<file path="config.mk">
export PLATFORM = sky130hd
export DESIGN_NAME = sipo_frame_ctrl
export DESIGN_NICKNAME = d
export VERILOG_FILES = /design/src/rtl/sipo_frame_ctrl.sv
export SDC_FILE = /design/constraint.sdc
export NUM_CORES = 1
export LEC_CHECK = 0
export CORE_MARGIN = 1.5
export CORE_UTILIZATION = 49
export DETAILED_ROUTE_END_ITERATION = 12
export GPL_ROUTABILITY_DRIVEN = 0
export PLACE_DENSITY_LB_ADDON = 0.05
export SETUP_SLACK_MARGIN = 0.15
export SLEW_MARGIN = 30
export SYNTH_ARGS = -nofsm -noshare
export SYNTH_HDL_FRONTEND = slang
export SYNTH_SLANG_ARGS = --single-unit
export TNS_END_PERCENT = 50
</file>
<file path="constraint.sdc">
create_clock -name clk -period 1.8 [get_ports clk]
set_clock_uncertainty 0.05 [all_clocks]
set_input_delay 0.45 -clock clk [delete_from_list [all_inputs] [get_ports clk]]
set_output_delay 0.45 -clock clk [all_outputs]
set_load 0.01 [all_outputs]
</file>
<file path="src/rtl/sipo_frame_ctrl.sv">
// Serial-in/parallel-out frame assembler: collects WIDTH qualified serial bits
// (LSB first) after a start strobe and hands the word over a valid/ready holding register.
module sipo_frame_ctrl #(
  parameter int unsigned WIDTH = 8
) (
  input  logic             clk,
  input  logic             rst,
  input  logic             start,
  input  logic             sin,
  input  logic             sin_en,
  output logic [WIDTH-1:0] dout,
  output logic             dout_valid,
  input  logic             dout_ready,
  output logic             busy,
  output logic             overrun
);

  localparam int unsigned CNT_W = $clog2(WIDTH);
  localparam int unsigned SREG_W = WIDTH - 1;
  localparam logic [CNT_W-1:0] LAST_BIT = CNT_W'(WIDTH - 1);

  typedef enum logic {
    IDLE  = 1'b0,
    SHIFT = 1'b1
  } state_t;

  state_t             state;
  state_t             state_n;
  logic [CNT_W-1:0]   cnt;
  logic [CNT_W-1:0]   cnt_n;
  logic [SREG_W-1:0]  sreg;
  logic [SREG_W-1:0]  sreg_n;
  logic [WIDTH-1:0]   dout_n;
  logic               dout_valid_n;
  logic               overrun_n;
  logic               busy_n;
  logic               done_c;
  logic [WIDTH-1:0]   word_c;

  // State register
  always_ff @(posedge clk) begin
    if (rst) begin
      state <= IDLE;
    end else begin
      state <= state_n;
    end
  end

  // Next-state, datapath and output-register next values
  always_comb begin
    state_n      = state;
    cnt_n        = cnt;
    sreg_n       = sreg;
    done_c       = 1'b0;
    dout_n       = dout;
    dout_valid_n = dout_valid;
    overrun_n    = overrun;
    // Only the first WIDTH-1 bits need storage; the last bit goes straight into the word.
    word_c       = {sin, sreg};

    case (state)
      IDLE: begin
        if (start) begin
          state_n = SHIFT;
          cnt_n   = '0;
          sreg_n  = '0;
        end
      end
      SHIFT: begin
        if (start) begin
          cnt_n  = '0;
          sreg_n = '0;
        end else if (sin_en) begin
          sreg_n = word_c[WIDTH-1:1];
          if (cnt == LAST_BIT) begin
            done_c  = 1'b1;
            state_n = IDLE;
            cnt_n   = '0;
          end else begin
            cnt_n = cnt + CNT_W'(1);
          end
        end
      end
      default: begin
        state_n = IDLE;
      end
    endcase

    // A completed word either takes the holding register or is dropped as an overrun.
    if (done_c) begin
      if (!dout_valid || dout_ready) begin
        dout_n       = word_c;
        dout_valid_n = 1'b1;
      end else begin
        overrun_n = 1'b1;
      end
    end else if (dout_valid && dout_ready) begin
      dout_valid_n = 1'b0;
    end

    busy_n = (state_n == SHIFT);
  end

  // Datapath and output registers
  always_ff @(posedge clk) begin
    if (rst) begin
      cnt        <= '0;
      sreg       <= '0;
      dout       <= '0;
      dout_valid <= 1'b0;
      overrun    <= 1'b0;
      busy       <= 1'b0;
    end else begin
      cnt        <= cnt_n;
      sreg       <= sreg_n;
      dout       <= dout_n;
      dout_valid <= dout_valid_n;
      overrun    <= overrun_n;
      busy       <= busy_n;
    end
  end

endmodule

</file>
**Word-level counts from Yosys, hierarchy flattened**

Cells that the tools add are included.

- Register bits after elaboration: 21

- Eq/ne operators: 4
- Mux-type cells: 21
- Bitwise logic cells: 2
- Add/sub/neg operators: 1
- Reduce and logical (&&, ||, !) cells: 8

Operator list:

| operator | count |
|---|---|
| $mux W7 | 3 |
| $pmux W7 S2 | 1 |
| $mux W3 | 4 |
| $mux W1 | 11 |
| $reduce_and A2 Y1 | 4 |
| $pmux W3 S2 | 1 |
| $add A3 B1 Y3 const B | 1 |
| $eq A3 B3 Y1 const B | 1 |
| $ne A3 B3 Y1 const B | 1 |
| $ne A2 B1 Y1 const B | 1 |
| $ne A2 B2 Y1 const B | 1 |
| $not A1 Y1 | 2 |
| $pmux W1 S2 | 1 |
| $reduce_bool A2 Y1 | 1 |
| $logic_and A1 B1 Y1 | 1 |
| $logic_not A1 Y1 | 1 |
| $logic_or A1 B1 Y1 | 1 |

**Longest topological paths before layout**

Gate-level depths: netlist (run 1).

- Depth after elaboration: 7
- Depth in mapped cells: 6
- Mapped depth without buffers: 5

**Worst setup path before layout (run 1)**

OpenSTA, ideal clock, no wires.

- Path kind: register to register
- Start point: register cnt[0]
- End point: register dout[0]
- Library setup time: 0.072 ns
- Arrival time: 1.233 ns
- Required time: 1.678 ns
- Cell stages (with the launch flop): 7
- Period minus slack after synthesis: 1.355 ns
- Path slack: 0.445 ns
- Cell sequence: dfxtp_1 -> ha_1 -> ha_1 -> nand4b_4 -> nor2b_4 -> buf_12 -> mux2i_1

- Word-level cells in the longest chain between the ends: 6

RTL lines:

| item | RTL line | text |
|---|---|---|
| from (decl) | 29 | `logic [CNT_W-1:0] cnt;` |
| from (signal assigned) | 114 | `cnt <= cnt_n;` |
| $eq A3 B3 Y1 | 75 | `if (cnt == LAST_BIT) begin` |
| $mux W1 | 75 |  |
| $mux W1 | 73 | `end else if (sin_en) begin` |
| $mux W1 | 70 | `if (start) begin` |
| $mux W1 | 61 | `case (state)` |
| $reduce_and A2 Y1 (no source line) | - |  |
| to (signal assigned) | 116 | `dout <= dout_n;` |
| to (decl) | 11 | `output logic [WIDTH-1:0] dout,` |

No other way between the ends.
A chain may end at the register's enable or synchronous reset.

**Worst setup path after layout (run 1)**

- Start point: register dout[4]
- End point: output dout[4]

No word-level cell between the ends.

==> summary.txt, run 1 <==
Die
  • Initial Utilization: between 50% and 60%
  • Die Footprint: approximately 0.0022 sq mm
  • Ports: 17
  • Die width: between 40 and 50 microns
  • CORE AREA: approximately 0.0017 sq mm
  • Die Y: ~46 microns
  • Site row count: 15

Clocking
  • Max Buffers Root-to-Sink: 2
  • Total CTS buffers: 3
  • Clock slew at reported path FFs: between 0.1 and 0.15 ns
  • Sink Count: 21
  • Clock latency on the worst-skew pair: ~0.3 ns
  • CTS H-tree depth: 1
  • Hold buffers post-CTS: 0
  • CTS tree: yes
  • Root buf cell: clkbuf_4

Synthesis
  • Gate Count Post-Synth: 94
  • Yosys synthesis warning count: 0
  • Seq cells post-synth: 21
  • Avg Cell Area, Syn: 9.837 sq um
  • Register area share after synthesis: between 40% and 50%
  • Cell Area, Synth: ~920 sq um
  • Synth cell types: 17
  • Mapped Nets: ~100

Critical path
  • CP Cell Sequence: clkdlybuf4s50_1
  • R2r setup slk: 0.25 ns
  • Critical path's top delay family: buffers and inverters
  • CP max-delay cell: clkdlybuf4s50_1
  • Crit path DAT: approximately 1.2 ns
  • Element type at the critical path end: output port
  • Crit path required time: about 1.3 ns
  • Largest stage delay, worst path: roughly 0.53 ns
  • CP Launch Type: flip-flop
  • Worst Path Max Fanout: 2
  • CP Buf/Inv Count: 1
  • Crit path kind: flip-flop to output port

Placed design
  • Setup WS pre-CTS: -0.005629 ns
  • Dpl hpwl: around 1.2 mm
  • Port Buffers: 16
  • Placed Area: 0.001115 sq mm

Finish
  • P&R area growth vs syn: 24.09%
  • Fin nets: between 100 and 150
  • Fin util: 65.73%
  • Layout cells sized above 1: 17.70%
  • Antenna cells: 0
  • Design Area, Final: approximately 0.0011 sq mm

Routing
  • TritonRoute pass-1 iters: 4
  • Post-DRT Antenna Nets: 0
  • DRT Wirelength: roughly 1.6 mm
  • Wire length on met2: ~720 microns
  • Met1 wire length: approximately 770 microns
  • DR WL/cell: 11.30 microns
  • Drt initial violations: 5
  • Via density: between 4 and 5
  • Via count: between 600 and 700
  • Top Metal Used: met4
  • Met3 wire len: roughly 45 microns
  • Drt drc: 0

Timing
  • Worst-Margin Slew: around 0.32 ns
  • Max-slew headroom: roughly 79%
  • RSZ-0062 raised after global routing: true
  • Fin crit share: slightly above 90%
  • Highest clock rate: approximately 0.6 GHz
  • Final setup vio count: 0
  • Final Hold Vio Count: 0
  • Max-slew violations: 0
  • Final setup margin: around 0.13 ns
  • Final Critical Period: between 1.5 and 2 ns

GRT
  • Number of global-route vias before repair: between 600 and 700
  • GRT Util Overall: roughly 17%
  • GRT overflow: 0
  • First-pass GRT wire length: between 2 and 3 mm
  • Pin count of the biggest net entering global routing: 13
  • Initial antenna violation count: 0

Outcome
  • Status: finished, final reports clean

Flow run
  • Maxcap violations: 0

Worst hold path
  • Worst hold path type: flip-flop to flip-flop

Pwr
  • Cell area power density: between 600 and 700 mW/mm^2
  • Pwr Total: ~0.75 mW
  • Worst vdd ir: ~0.43 mV
  • Leak: 0.4837 nW
==> metrics by stage <==
step                cells  setup TNS [ns]  hold WS [ns]
floorplan              94               0        0.3989
global placement      134               0        0.4086
detailed placement    134       -0.008005        0.4154
CTS                   138               0        0.4340
global route          138               0        0.4549
finish                138               0        0.4279
==> state kept, by name, summed over array words and instances (netlist names) <==
name,count
cnt,3
sreg,7
overrun,1
busy,1
dout,8
dout_valid,1
==> area by class of cell <==
type	instances	area (sq um)
multi-input cells	68	460.4
fillers	161	598.1
flip-flops and latches	21	424.2
clock inverters	1	5.005
repair buffers	20	203.9
well taps	25	31.28
clock buffers	3	22.52
==> where the power goes <==
group / switching (mW) / leakage (nW) / internal (mW)
logic: 0.0253 / 0.296 / 0.0304
registers: 0.00334 / 0.170 / 0.467
clock network: 0.137 / 0.0177 / 0.0828
==> per-layer routing <==
layer	GRT usage, %	vias up
met4	10.29	0
met3	2.353	4
met2	28.61	11
met1	21.65	305
li1	-	343
met5	0	-
==> kinds of logic (layout without fill, tap and decap cells) <==
group	count (synthesis)	after routing	synth area share, %
flip-flops	21	21	45.47
AO/OA/AOI/OAI	12	12	10.69
adder cells (fa/ha/maj)	2	2	2.706
buffers and inverters	5	24	4.735
AND/OR/NAND/NOR	45	45	26.66
multiplexers	9	9	9.743
==> cell usage after synthesis <==
library cell / instances / share of area, %
dfxtp_1: 21 / 45
nor2b_4: 1 / 1.5
buf_4: 2 / 1.6
nor2_1: 4 / 1.6
and2_1: 1 / 0.68
nand4b_4: 1 / 2.6
buf_2: 1 / 0.54
or2_0: 1 / 0.68
clkbuf_1: 1 / 0.41
ha_1: 2 / 2.7
a21oi_1: 2 / 1.1
nand2_1: 20 / 8.1
o21ba_1: 1 / 1.1
mux2i_1: 9 / 9.7
a21oi_2: 9 / 8.5
nand2b_1: 17 / 12
buf_12: 1 / 2.2
==> repair_timing <==
| item | in CTS | in global routing |
|---|---|---|
| setup endpoints to repair | 11 | 6 |
| buffers inserted | 0 | 0 |
| pin swaps | 0 | 0 |
| cloned | 0 | 0 |
| gates resized for setup | 7 | 3 |
==> path summary, 6_finish.rpt <==
path / start / endpoint / cells past startpoint
worst max-delay path: dout[4] / dout[4] / 1
worst max register to register: cnt[0] / dout[1] / 5
worst min-delay path: dout[2] / dout[2] / 2
worst min register to register: dout[2] / dout[2] / 2
==> placed cells by master (no fill, tap or decap), types with 2 or more instances in the layout <==
cell             instances
a21oi_1                  2
a21oi_2                  9
buf_4                    3
clkbuf_4                 3
clkdlybuf4s50_1          8
dfxtp_1                 20
dlygate4sd2_1            5
dlymetal6s2s_1           3
ha_1                     2
mux2i_1                  9
nand2_1                 20
nand2b_1                17
nor2_1                   4
Note: power is estimated with default switching activity, not from simulation.
==> run 2: changes to the inputs <==
ABC_CLOCK_PERIOD_IN_PS = 1800   (was unset)
==> results of run 2 <==
The final DEF is identical to that of run 1; final timing and power are the same.
